File: config.mk
export PLATFORM = sky130hd
export DESIGN_NAME = pc_sequencer
export DESIGN_NICKNAME = d
export VERILOG_FILES = /design/src/rtl/pc_sequencer.sv
export SDC_FILE = /design/constraint.sdc
export NUM_CORES = 1
export LEC_CHECK = 0
export CORE_MARGIN = 5
export CORE_UTILIZATION = 44
export DETAILED_ROUTE_END_ITERATION = 16
export HOLD_SLACK_MARGIN = 0.03
export PLACE_DENSITY = 0.79
export SLEW_MARGIN = 20
export SYNTH_ARGS = -nofsm -noshare
export SYNTH_HDL_FRONTEND = slang
export SYNTH_SLANG_ARGS = --single-unit
File: constraint.sdc
create_clock -name clk -period 4.2 [get_ports clk]
set_clock_uncertainty 0.15 [all_clocks]
set_input_delay 0.84 -clock clk [delete_from_list [all_inputs] [get_ports clk]]
set_output_delay 0.84 -clock clk [all_outputs]
set_load 0.01 [all_outputs]
File: src/rtl/pc_sequencer.sv
// rtl/pc_sequencer.sv - program counter and fetch sequencer with OUTPUT handshake and HALT hold
// Selects the next PC from jr/jump/branch decode and stalls the core in OUT_WAIT or HALTED.
module pc_sequencer #(
    parameter int                     PC_WIDTH = 32,
    parameter logic [PC_WIDTH-1:0]    RESET_PC = '0
) (
    input  logic                  clk,
    input  logic                  rst_n,
    input  logic                  jump,
    input  logic                  branch,
    input  logic                  branch_cond,
    input  logic                  jr,
    input  logic                  halt,
    input  logic                  output_flag,
    input  logic [15:0]           br_offset,
    input  logic [25:0]           j_index,
    input  logic [PC_WIDTH-1:0]   jr_target,
    input  logic                  out_ack,
    input  logic                  resume,
    output logic [PC_WIDTH-1:0]   pc,
    output logic [PC_WIDTH-1:0]   pc_plus1,
    output logic                  out_valid,
    output logic                  stall,
    output logic                  halted
);

    typedef enum logic [1:0] {
        ST_RUN      = 2'd0,
        ST_OUT_WAIT = 2'd1,
        ST_HALTED   = 2'd2
    } state_t;

    state_t                r_state;
    logic [PC_WIDTH-1:0]   r_pc;
    logic                  r_out_valid;
    logic                  r_stall;
    logic                  r_halted;

    state_t                w_next_state;
    logic [PC_WIDTH-1:0]   w_next_pc;
    logic [PC_WIDTH-1:0]   w_pc_plus1;
    logic [PC_WIDTH-1:0]   w_br_off;
    logic [PC_WIDTH-1:0]   w_j_target;
    logic [PC_WIDTH-1:0]   w_br_target;

    // Immediates are fitted to PC_WIDTH: sign-extend the offset, zero-extend the index, truncate if narrower.
    generate
        if (PC_WIDTH > 16) begin : g_off_ext
            assign w_br_off = {{(PC_WIDTH-16){br_offset[15]}}, br_offset};
        end else begin : g_off_trunc
            assign w_br_off = br_offset[PC_WIDTH-1:0];
        end
        if (PC_WIDTH > 26) begin : g_jidx_ext
            assign w_j_target = {{(PC_WIDTH-26){1'b0}}, j_index};
        end else begin : g_jidx_trunc
            assign w_j_target = j_index[PC_WIDTH-1:0];
        end
    endgenerate

    assign w_pc_plus1  = r_pc + {{(PC_WIDTH-1){1'b0}}, 1'b1};
    assign w_br_target = w_pc_plus1 + w_br_off;

    always_comb begin
        w_next_state = r_state;
        w_next_pc    = r_pc;
        case (r_state)
            ST_RUN: begin
                if (halt) begin
                    w_next_state = ST_HALTED;
                end else if (output_flag) begin
                    w_next_state = ST_OUT_WAIT;
                end else if (jr) begin
                    w_next_pc = jr_target;
                end else if (jump) begin
                    w_next_pc = w_j_target;
                end else if (branch && branch_cond) begin
                    w_next_pc = w_br_target;
                end else begin
                    w_next_pc = w_pc_plus1;
                end
            end
            ST_OUT_WAIT: begin
                if (out_ack) begin
                    w_next_state = ST_RUN;
                    w_next_pc    = w_pc_plus1;
                end
            end
            ST_HALTED: begin
                if (resume) begin
                    w_next_state = ST_RUN;
                    w_next_pc    = w_pc_plus1;
                end
            end
            default: begin
                w_next_state = ST_RUN;
            end
        endcase
    end

    // Status flags are registered alongside the state so they always match it exactly.
    always_ff @(posedge clk or negedge rst_n) begin
        if (!rst_n) begin
            r_state     <= ST_RUN;
            r_pc        <= RESET_PC;
            r_out_valid <= 1'b0;
            r_stall     <= 1'b0;
            r_halted    <= 1'b0;
        end else begin
            r_state     <= w_next_state;
            r_pc        <= w_next_pc;
            r_out_valid <= (w_next_state == ST_OUT_WAIT);
            r_stall     <= (w_next_state != ST_RUN);
            r_halted    <= (w_next_state == ST_HALTED);
        end
    end

    assign pc        = r_pc;
    assign pc_plus1  = w_pc_plus1;
    assign out_valid = r_out_valid;
    assign stall     = r_stall;
    assign halted    = r_halted;

endmodule
==> results.cfg, run 1 <==
[detailed_routing]
final_antenna_net_count = 0
drt_iter0_drc = 661
vias = 6164
drc = 0
wl_per_cell_um = 21.1
avgViaCountPerCell = 6.23
drt-pass1-iter-count = 5
wirelength_mm = 20.9

[layout]
area_delta_synth_final_pct = 45.4
drive_above_1_share_pct = 13.5
fin_nets = 976
final_cells = 989
antenna_cells = 0

[power_and_ir_drop]
p_sw_mw = 3.07
p_sw_share_pct = 51.2
leakage_nw = 2.99
p_int_mw = 2.93
powerDensity_mw_per_mm2 = 831
ir_drop_mv = 0.385
clock_power_share_pct = 6.2
p_seq_share_pct = 13.1
combPwrFrac_pct = 80.7

[clock_tree]
clock-root-buffer = clkbuf_16
cts_buffers = 5
cts.sinks = 37
hold_buffers = 0
path_clk_slew_ps = 60
clock_latency_ps = 290
clk_path_buf_depth = 2
cts_htree_levels = 2
cts_tree = built

[yosys]
avgSynthCellArea_um2 = 7.45
ys.flop_type = dfrtp_1
syn_nets = 795
ys_seq_area_share_pct = 18.6
synthTopCellsByCount = a21oi_1, nand2_1, nor2_1
synth_edf_count = 0
syn_inst = 667
yosys_warnings = 0
synth_top_area_share_pct = 18.6
ys_async_sr_fraction_pct = 100
synth_cell_types = 72
yosysMostFrequentCell = a21oi_1
ys_seq_elements = 37
yosysTopAreaCell = dfrtp_1
syn_area_mm2 = 0.00497
synth_area_leaders = dfrtp_1, ha_1, a21oi_1

[global_routing]
grt_pass1_wl_mm = 31.0
grt_use_total_pct = 29.3
grt-ovfl-total = 0
grt_pass1_vias = 5823
antenna_found_initial = 0
grt_start_max_net_pins = 38

[timing]
slew_headroom_pct = 37.9
setup_viol = 0
worst_hold_slack_ps = 451
finalMaxSlewViolations = 0
tightest_slew_ps = 931
hold_viol = 0
min_period_ps = 4020
fmax_ghz = 0.248
fin_crit_sh_pct = 95.8

[die]
ios = 151
fp.coreArea_mm2 = 0.0109
die_h_um = 116
die_w_um = 116
num_rows = 38
fp.dieArea_mm2 = 0.0135
start_util_pct = 45.4

[worst_setup_path]
worstSetupPathType = flip-flop to primary output
critPathArrivalTime_ps = 3030
cp.required_ps = 3210
path_max_fanout = 7
crit_path_end_kind = primary output
cp-start-kind = flip-flop

[placement]
gp_routability_congestion = 0.994
port_buffers = 150
placed_cells = 976
hpwl_mm = 16.3

[outcome]
status = finished, final reports clean

[flow_run]
drv_cap = 0

[min_path]
hold_class = flip-flop to flip-flop
[layout by cell type, fill, tap and decap left out, types with 14 or more instances in the layout]
cell type          n
nor2_1            44
inv_1             18
dfrtp_1           36
nand3_1           21
o21ai_0           38
nor3_1            14
xnor2_1           27
a21oi_1           84
buf_4             63
clkdlybuf4s50_1  149
nand2_1           68
o22ai_1           31
ha_1              42
a21o_1            15
xor2_1            19
[logic make-up (layout without fill, tap and decap cells)]
logic type	count (synthesis)	count (layout)	synth area share [%]
xor gates and xnor gates	56	56	10.2
buffers and inverters	58	240	4.59
adders and majority gates	44	44	11.2
and+or+nand+nor	220	220	22.8
muxes	4	4	0.831
DFF	37	37	18.6
AOI/OAI and AO/OA	248	248	31.8
[per-stage QoR]
stage / power, mW / setup WS (ps) / setup TNS (ps) / area (um2) / util, %
after floorplan: 3.47 / 12.3 / 0 / 4970 / -
after global placement: 5.29 / 2.89 / 0 / 6920 / 63.3
after detailed placement: 5.38 / -28.6 / -28.6 / 6920 / 63.3
after CTS: 5.79 / 53.5 / 0 / 7070 / 64.6
after global routing: 6.38 / -31.4 / -49.7 / 7220 / 66.0
final: 6.00 / 176 / 0 / 7220 / 66.0
[sequential cells by signal (all words and copies together), names as in the netlist]
signal,count
halted,1
out_valid,1
pc,32
r_state,2
stall,1
[what timing repair did]
action	CTS	global route
setup endpoints to repair	1	11
gates cloned	0	0
setup buffers	0	5
pin swaps	0	3
resized for setup	1	23
[power groups by stage]
stage          combinational, mW  sequential [mW]  clock, mW
4_1_cts                     4.64            0.776      0.372
3_3_place_gp                4.52            0.767          0
5_1_grt                     5.18            0.806      0.389
3_5_place_dp                4.60            0.778          0
6_report                    4.84            0.785      0.374
2_1_floorplan               2.66            0.819          0
[metal layers]
layer | wire length (um) | global-route usage (%)
met1 | 8630 | 39.6
met2 | 9620 | 47.9
met3 | 2050 | 4.46
met4 | 581 | 9.67
met5 | 0 | 0
[worst max-delay path: stages, from the launching register on]
cell	delay [ps]
dfrtp_1	480
nand2_1	140
or3_1	420
buf_4	190
or4_4	560
xnor2_1	340
clkdlybuf4s50_1	620
[cell type report]
cell class / instances / area [um2]
multi-input cells: 572 / 3940
fillers: 952 / 3710
repair buffers: 213 / 1970
flip-flops and latches: 37 / 927
well taps: 140 / 175
clock buffers: 6 / 129
inverters: 19 / 71.3
clock inverters: 2 / 10.0
[path summary, 6_finish.rpt]
path	from	to	slack, ps	depth (start not counted)
min reg2reg	pc[1]	pc[1]	450	2
max in group asynchronous	rst_n	pc[0]	2770	1
min	pc[1]	pc[1]	450	2
max	pc[5]	pc_plus1[27]	180	6
max reg2reg	pc[9]	pc[30]	180	14
min in group asynchronous	rst_n	pc[11]	520	1
(Power assumes the default switching activity.)
==> inputs of run 2 (changes only) <==
--- a/config.mk
+++ b/config.mk
@@ -5,10 +5,11 @@
 export SDC_FILE = /design/constraint.sdc
 export NUM_CORES = 1
 export LEC_CHECK = 0
+export ABC_AREA = 1
 export CORE_MARGIN = 5
-export CORE_UTILIZATION = 44
+export CORE_UTILIZATION = 45
 export DETAILED_ROUTE_END_ITERATION = 16
-export HOLD_SLACK_MARGIN = 0.03
+export HOLD_SLACK_MARGIN = 0.05
 export PLACE_DENSITY = 0.79
 export SLEW_MARGIN = 20
 export SYNTH_ARGS = -nofsm -noshare
==> run 2 against run 1 <==
Net effect:
- combinational power fell by 11%
- register-to-register slack improved by 170 ps
- area after synthesis rose by 8.6%
- via count rose by 9.1%
- first-iteration DRC count rose by 3.6%
- total power fell by 6.7%
- die area rose by 5.7%
- non-clock buffer count fell by 43
- clock power rose by 18%
- synthesized cell count rose by 37%
- maximum frequency rose by 4.3%
- critical endpoint is now pc[29]
- largest cell class unchanged
- largest power group unchanged
- highest routed layer unchanged
==> results.cfg, run 2 <==
[outcome]
status = finished, final reports clean

[yosys]
synthTopCellsByCount = nand2_1, inv_1, nor2_1
yosysMostFrequentCell = nand2_1
syn_inst = 912
ys_async_sr_fraction_pct = 100
syn_nets = 1040
synth_area_leaders = nand2_1, dfrtp_1, ha_1
ys_seq_area_share_pct = 17.2
synth_cell_types = 48
synth_edf_count = 0
yosys_warnings = 0
ys.flop_type = dfrtp_1
synth_top_area_share_pct = 19.2
ys_seq_elements = 37
yosysTopAreaCell = nand2_1
syn_area_mm2 = 0.00540
avgSynthCellArea_um2 = 5.92

[clock_tree]
post_cts_buffers = 0
ctsResizeCount = 0
path_clk_slew_ps = 60
cts_buffers = 5
clk_path_buf_depth = 2
cts.sinks = 37
cts_htree_levels = 2
hold_buffers = 0
clock-root-buffer = clkbuf_16
cts_tree = built
clock_latency_ps = 290

[timing]
tightest_slew_ps = 880
setup_tns_ps = 0
hold_viol = 0
fin_crit_sh_pct = 91.8
finalMaxSlewViolations = 0
fin_ws_ps = 343
min_period_ps = 3860
setup_viol = 0
slew_headroom_pct = 41.3
fmax_ghz = 0.259
rsz0062_at_grt = false

[die]
die_w_um = 119
die_h_um = 119
start_util_pct = 45.5
fp.dieArea_mm2 = 0.0143
fp.coreArea_mm2 = 0.0119
ios = 151
num_rows = 40

[worst_setup_path]
path_max_fanout = 6
r2r_setup_slack_ps = 340
crit_path_end_kind = flip-flop
critPathArrivalTime_ps = 3890
cp.required_ps = 4230
worstSetupPathType = flip-flop to flip-flop
cp-start-kind = flip-flop

[layout]
fin_nets = 1198
antenna_cells = 0
mostFrequentLayoutCells = nand2_1, clkdlybuf4s50_1, inv_1
largest_reg_flops = 32
layout_commonest_cell = nand2_1
drive_above_1_share_pct = 4.86
area_delta_synth_final_pct = 35.6

[placement]
gp_routability_congestion = 0.995
hpwl_mm = 17.7
place_worst_setup_slack_ps = 407
port_buffers = 150

[power_and_ir_drop]
clock_power_share_pct = 7.9
p_int_mw = 2.55
powerDensity_mw_per_mm2 = 765
leakage_nw = 3.59
p_sw_share_pct = 54.5
p_seq_share_pct = 14.8
ir_drop_mv = 0.522
combPwrFrac_pct = 77.3
p_sw_mw = 3.05

[global_routing]
grt_use_total_pct = 29.9
grt_pass1_wl_mm = 34.3
antenna_found_initial = 0
grt_start_max_net_pins = 38
grt-ovfl-total = 0
grt_pass1_vias = 6666

[detailed_routing]
final_antenna_net_count = 0
wirelength_mm = 21.5
drt_iter0_drc = 685
drt-pass1-iter-count = 5
avgViaCountPerCell = 5.52
vias = 6722
drc = 0
wl_per_cell_um = 17.7

[flow_run]
drv_cap = 0

[min_path]
hold_class = flip-flop to flip-flop
-- run 2: area by class of cell --
type                       instances  area (um2)
clock inverter                     3        46.3
fill                            1164        4540
multi-input combinational        726        3900
timing repair buffer             170        1650
tap                              147         184
inverter                         130         488
sequential                        37         926
clock buffer                       5         125
-- run 2: critical path, stage by stage, from the launching register on --
cell and delay [ps]:
dfrtp_1 420, ha_1 230, nand2_2 110, nor3_4 260, nand3_2 150, nor2_4 170
nand2_4 80, nor2_4 120, xor2_1 240, inv_1 120, ha_1 360, nand2_1 90
nand2_1 60, o21bai_1 170, a21oi_1 280, nor2_1 80, nor2_1 140, nand2_1 70
nand2_1 60, nand3_1 100, nand2_1 100, nand2_1 60, nand2_1 60, nand2_1 50
-- run 2: cells by family after synthesis --
kind of cell / after synthesis / synth area share, %
AO/OA/AOI/OAI: 169 / 18.3
buffers and inverters: 149 / 10.6
adder cells (fa/ha/maj): 44 / 10.3
AND/OR/NAND/NOR: 479 / 38.1
XOR/XNOR: 34 / 5.52
flip-flops: 37 / 17.2
-- run 2: power groups by stage --
stage,Combinational [mW],Clock [mW],Sequential (mW)
after floorplan,2.54,0,0.828
after global placement,4.24,0,0.821
after detailed placement,4.25,0,0.824
after CTS,4.27,0.443,0.821
after global routing,4.77,0.460,0.856
final,4.33,0.443,0.826
-- run 2: final timing paths --
| path | start | end | cells past startpoint |
|---|---|---|---|
| max | pc[0] | pc[29] | 23 |
| min | pc[19] | pc[19] | 2 |
| max in group asynchronous | rst_n | pc[30] | 1 |
| max reg2reg | pc[0] | pc[29] | 23 |
| min in group asynchronous | rst_n | pc[23] | 1 |
| min reg2reg | pc[19] | pc[19] | 2 |
-- run 2: layer usage --
layer	up-vias	GRT usage (%)	share of wire (%)
li1	3294	-	-
met1	3008	38.6	42
met2	364	49.0	44
met3	56	5.84	9.4
met4	0	12.1	4.5
met5	-	0	0
-- run 2: per-stage QoR --
stage	total power, mW	hold WS, ps	util [%]	area (um2)	instances
3_3_place_gp	5.06	406	60.2	7140	1210
4_1_cts	5.54	430	61.7	7320	1218
3_5_place_dp	5.07	416	60.2	7140	1210
6_report	5.60	433	61.7	7320	1218
5_1_grt	6.09	464	61.7	7320	1218
2_1_floorplan	3.37	394	-	5400	912
==> edit 1, RTL diff (flow settings as in run 1) <==
The parameter `PC_WIDTH` goes from 32 to 64.
--- a/src/rtl/pc_sequencer.sv
+++ b/src/rtl/pc_sequencer.sv
@@ -1,7 +1,7 @@
 // rtl/pc_sequencer.sv - program counter and fetch sequencer with OUTPUT handshake and HALT hold
 // Selects the next PC from jr/jump/branch decode and stalls the core in OUT_WAIT or HALTED.
 module pc_sequencer #(
-    parameter int                     PC_WIDTH = 32,
+    parameter int                     PC_WIDTH = 64,
     parameter logic [PC_WIDTH-1:0]    RESET_PC = '0
 ) (
     input  logic                  clk,
Ports: changed (resized jr_target, pc and pc_plus1); port bits go from 151 to 247. No check against the original RTL was run, so the function may have changed too.
==> edit 1 against run 1 <==
  * The run now ends with setup timing left
  * Setup slack worse by 400 ps
  * Routed wire length grew to 2.6 times the old value
  * Via count up 130%
  * Clock power increased by 120%
  * Sequential cell count rose by 32
  * Power increased by 140%
  * Synthesized area increased by 97%
  * Maximum frequency decreased by 9.1%
  * Design area up 140%
  * Critical path type is now reg2reg
  * Critical endpoint is now pc[56]
  * Largest power group unchanged
==> edit 1: results (changes against run 1) <==
Vias=14200 (+130%); failing checks=setup timing; largest net degree at the start of global routing=45 (+18%); placed cell areas=0.0154 mm2 (+120%); H-tree levels=3 (+1); post-synthesis adder-cell area fraction=10.4% (-0.80 points); wire length on met2=24400 um (+150%); post-synth cell types=94 (+31%); number of setup violations in the final report=18 (+18); CP arrival=4560 ps (+1530 ps); Sequential Power=1.33 mW (+69%); Leak=7.57 nW (+150%); pre-CTS WS=-380 ps (-351 ps); capturing point of the worst reg2reg path=pc[56]; initial drt markers=1604 (+140%); CTS Buf Count=9 (+4); Post-Synthesis Cells=1341 (+100%); GR Util met1=46.8% (+7.3 points); HPWL Detailed=39100 um (+140%); cell area power density=839 mW/mm2 (+0.96%); router iterations before antenna repair=6 (+1); GR Layer Usage met3=7.43% (+3.0 points); status=finished, violations left; routability congestion estimate=1.06 (+6.8%); crit path setup slack, layout=-226 ps (-401 ps); mux contribution to synthesized area=0.627% (-0.20 points); max reg flops=64 (+100%); Max IR drop VDD=0.552 mV (+43%); sequential area share after synthesis=17.6% (-1.0 points); PortBufs=246 (+64%); syn_nets=1538 (+93%)
[edit 1: cell count changes after synthesis, sizes merged, moves of 30 or more]
cell	change
a21oi	+68
nand2	+82
ha	+37
clkbuf	+30
dfrtp	+32
xnor2	+38
nand4	+31
o21ai	+60
nor2	+63
nand3	+35
[edit 1: worst max-delay path, stage by stage, from the launching register on]
cell and delay (ps):
dfrtp_1 390, nand4_4 150, nor4_4 290, buf_6 180
nand2_8 80, nor2_4 170, nand2_2 120, nor2_2 190
xor2_2 210, ha_1 330, nand2_1 200, nor2_1 90
a21o_1 220, or4b_1 460, o211ai_1 180, nand3_1 170
o211ai_1 220, buf_4 170, a21oi_1 50, nand3b_1 170
a21oi_1 150
[edit 1: area by class of cell]
cell class / instances / area share [%]
Tap cell: 280 / 2.03
Inverter: 38 / 0.839
Timing Repair Buffer: 678 / 33.5
Clock buffer: 14 / 1.64
Clock inverter: 1 / 0.0289
Multi-Input combinational cell: 1158 / 51.9
Sequential cell: 69 / 10.0
==> edit 2, RTL diff (config.mk and constraints of run 1) <==
Made on the original files. The 3 states of `state_t` get a one-hot encoding in 3 bits.
--- a/src/rtl/pc_sequencer.sv
+++ b/src/rtl/pc_sequencer.sv
@@ -24,10 +24,10 @@
     output logic                  halted
 );
 
-    typedef enum logic [1:0] {
-        ST_RUN      = 2'd0,
-        ST_OUT_WAIT = 2'd1,
-        ST_HALTED   = 2'd2
+    typedef enum logic [2:0] {
+        ST_RUN      = 3'b001,
+        ST_OUT_WAIT = 3'b010,
+        ST_HALTED   = 3'b100
     } state_t;
 
     state_t                r_state;
Function: same outputs for any inputs over 4 cycles, from zero or initial values and one cycle with rst_n low; so few cycles prove little.
==> edit 2 against run 1 <==
  * Power decreased by 6.9%
  * Design area increased by 2.9%
  * Critical path depth increased by 11
  * Clock power increased by 3%
  * Routed wire length increased by 8.4%
  * Maximum frequency decreased by 0.52%
  * Synthesized area increased by 2.5%
  * Sequential cell count increased by 1
  * Synthesized cell count increased by 4.6%
  * Setup slack got worse by 21 ps
  * Critical endpoint is now pc[27]
  * Largest power group unchanged
==> edit 2: results (changes against run 1) <==
#FFs+latches synth=38 (+2.7%); clk_buf instances=7 (+1); buffer share of cell area=28.1% (+0.80 points); CP max-delay cell=ha_1; Inverters excl. clock=20 (+1); Slew HR=38.6% (+0.67 points); internal power=2.78 mW (-5.0%); Fill cells=1001 (+5.1%); WL per Instance=21.9 um (+3.7%); path depth of the worst reg2reg path=17 (+3); Leak=3.11 nW (+4.0%); multi-input combinational area share=53.7% (-0.84 points); synth cell count leaders=nand2_1, a21oi_1, nor2_1; syn_nets=822 (+3.4%); CP arrival=4060 ps (+1030 ps); first-pass GRT wire length=34600 um (+12%); routability congestion estimate=0.986 (-0.76%); NumNets Final=1014 (+3.9%); Clock buf/inv share=1.99% (+0.063 points); nonclk buf count=227 (+6.6%); status=complete, no violations; post-synth cell types=67 (-6.9%); pre-CTS WS=-96.7 ps (-68.2 ps); synth top area cells=dfrtp_1, ha_1, a21oi_1, nand2_1, xnor2_1; worst stage delay on the critical path=390 ps (-230 ps); sequential area share after synthesis=18.7% (+0.053 points); vias in the first global route=6345 (+9.0%); gr usage total=30.7% (+1.4 points); multi-input gate count=598 (+4.5%); Top Family by Delay on Critical Path=compound AO/OA/AOI/OAI gates; layout cells sized above 1=13.0% (-0.53 points); mux contribution to synthesized area=0.835% (+0.0039 points); Storage cell area=952 um2 (+2.7%)
-- edit 2: path summary, 6_finish.rpt --
| path | start | end | slack [ps] |
|---|---|---|---|
| setup / recovery | pc[1] | pc[27] | 150 |
| hold / removal | pc[2] | pc[2] | 440 |
| setup reg to reg | pc[1] | pc[27] | 150 |
| hold reg to reg | pc[2] | pc[2] | 440 |
| max in group asynchronous | rst_n | pc[12] | 2800 |
| min in group asynchronous | rst_n | r_state[1] | 530 |
-- edit 2: logic make-up (layout without fill, tap and decap cells) --
family,after synthesis,in the layout
AND/OR/NAND/NOR,248,248
AO/OA/AOI/OAI,249,249
buffers and inverters,62,255
XOR/XNOR,57,57
multiplexers,4,4
adder cells (fa/ha/maj),40,40
flip-flops,38,38
-- edit 2: power by group through the flow --
stage | clock, mW | sequential [mW] | combinational [mW]
after floorplan | 0 | 0.790 | 2.33
after global placement | 0 | 0.748 | 4.22
after detailed placement | 0 | 0.758 | 4.27
after CTS | 0.386 | 0.753 | 4.30
after global routing | 0.403 | 0.789 | 4.74
final | 0.386 | 0.767 | 4.43
-- edit 2: stage by stage --
stage,setup TNS [ps],instances,total power [mW],instance area (um2)
2_1_floorplan,0,698,3.12,5090
3_3_place_gp,0,1026,4.97,7190
3_5_place_dp,-96.7,1026,5.03,7190
4_1_cts,0,1034,5.44,7340
5_1_grt,-181,1034,5.93,7430
6_report,0,1034,5.59,7430
-- edit 2: metal layers --
layer  up-vias  GRT usage, %  share of wire, %
li1       2996             -                 -
met5         -             0                 0
met2       370          49.6                45
met3        44          6.01               9.7
met4         0          8.10               2.4
met1      3092          41.9                42
-- edit 2: timing repair --
item                                   in CTS  in global routing
endpoints found under the hold margin       0                  0
buffers inserted                            0                  0
gates resized for setup                     2                 18
pin swaps                                   0                  5
setup endpoints to repair                   1                  8
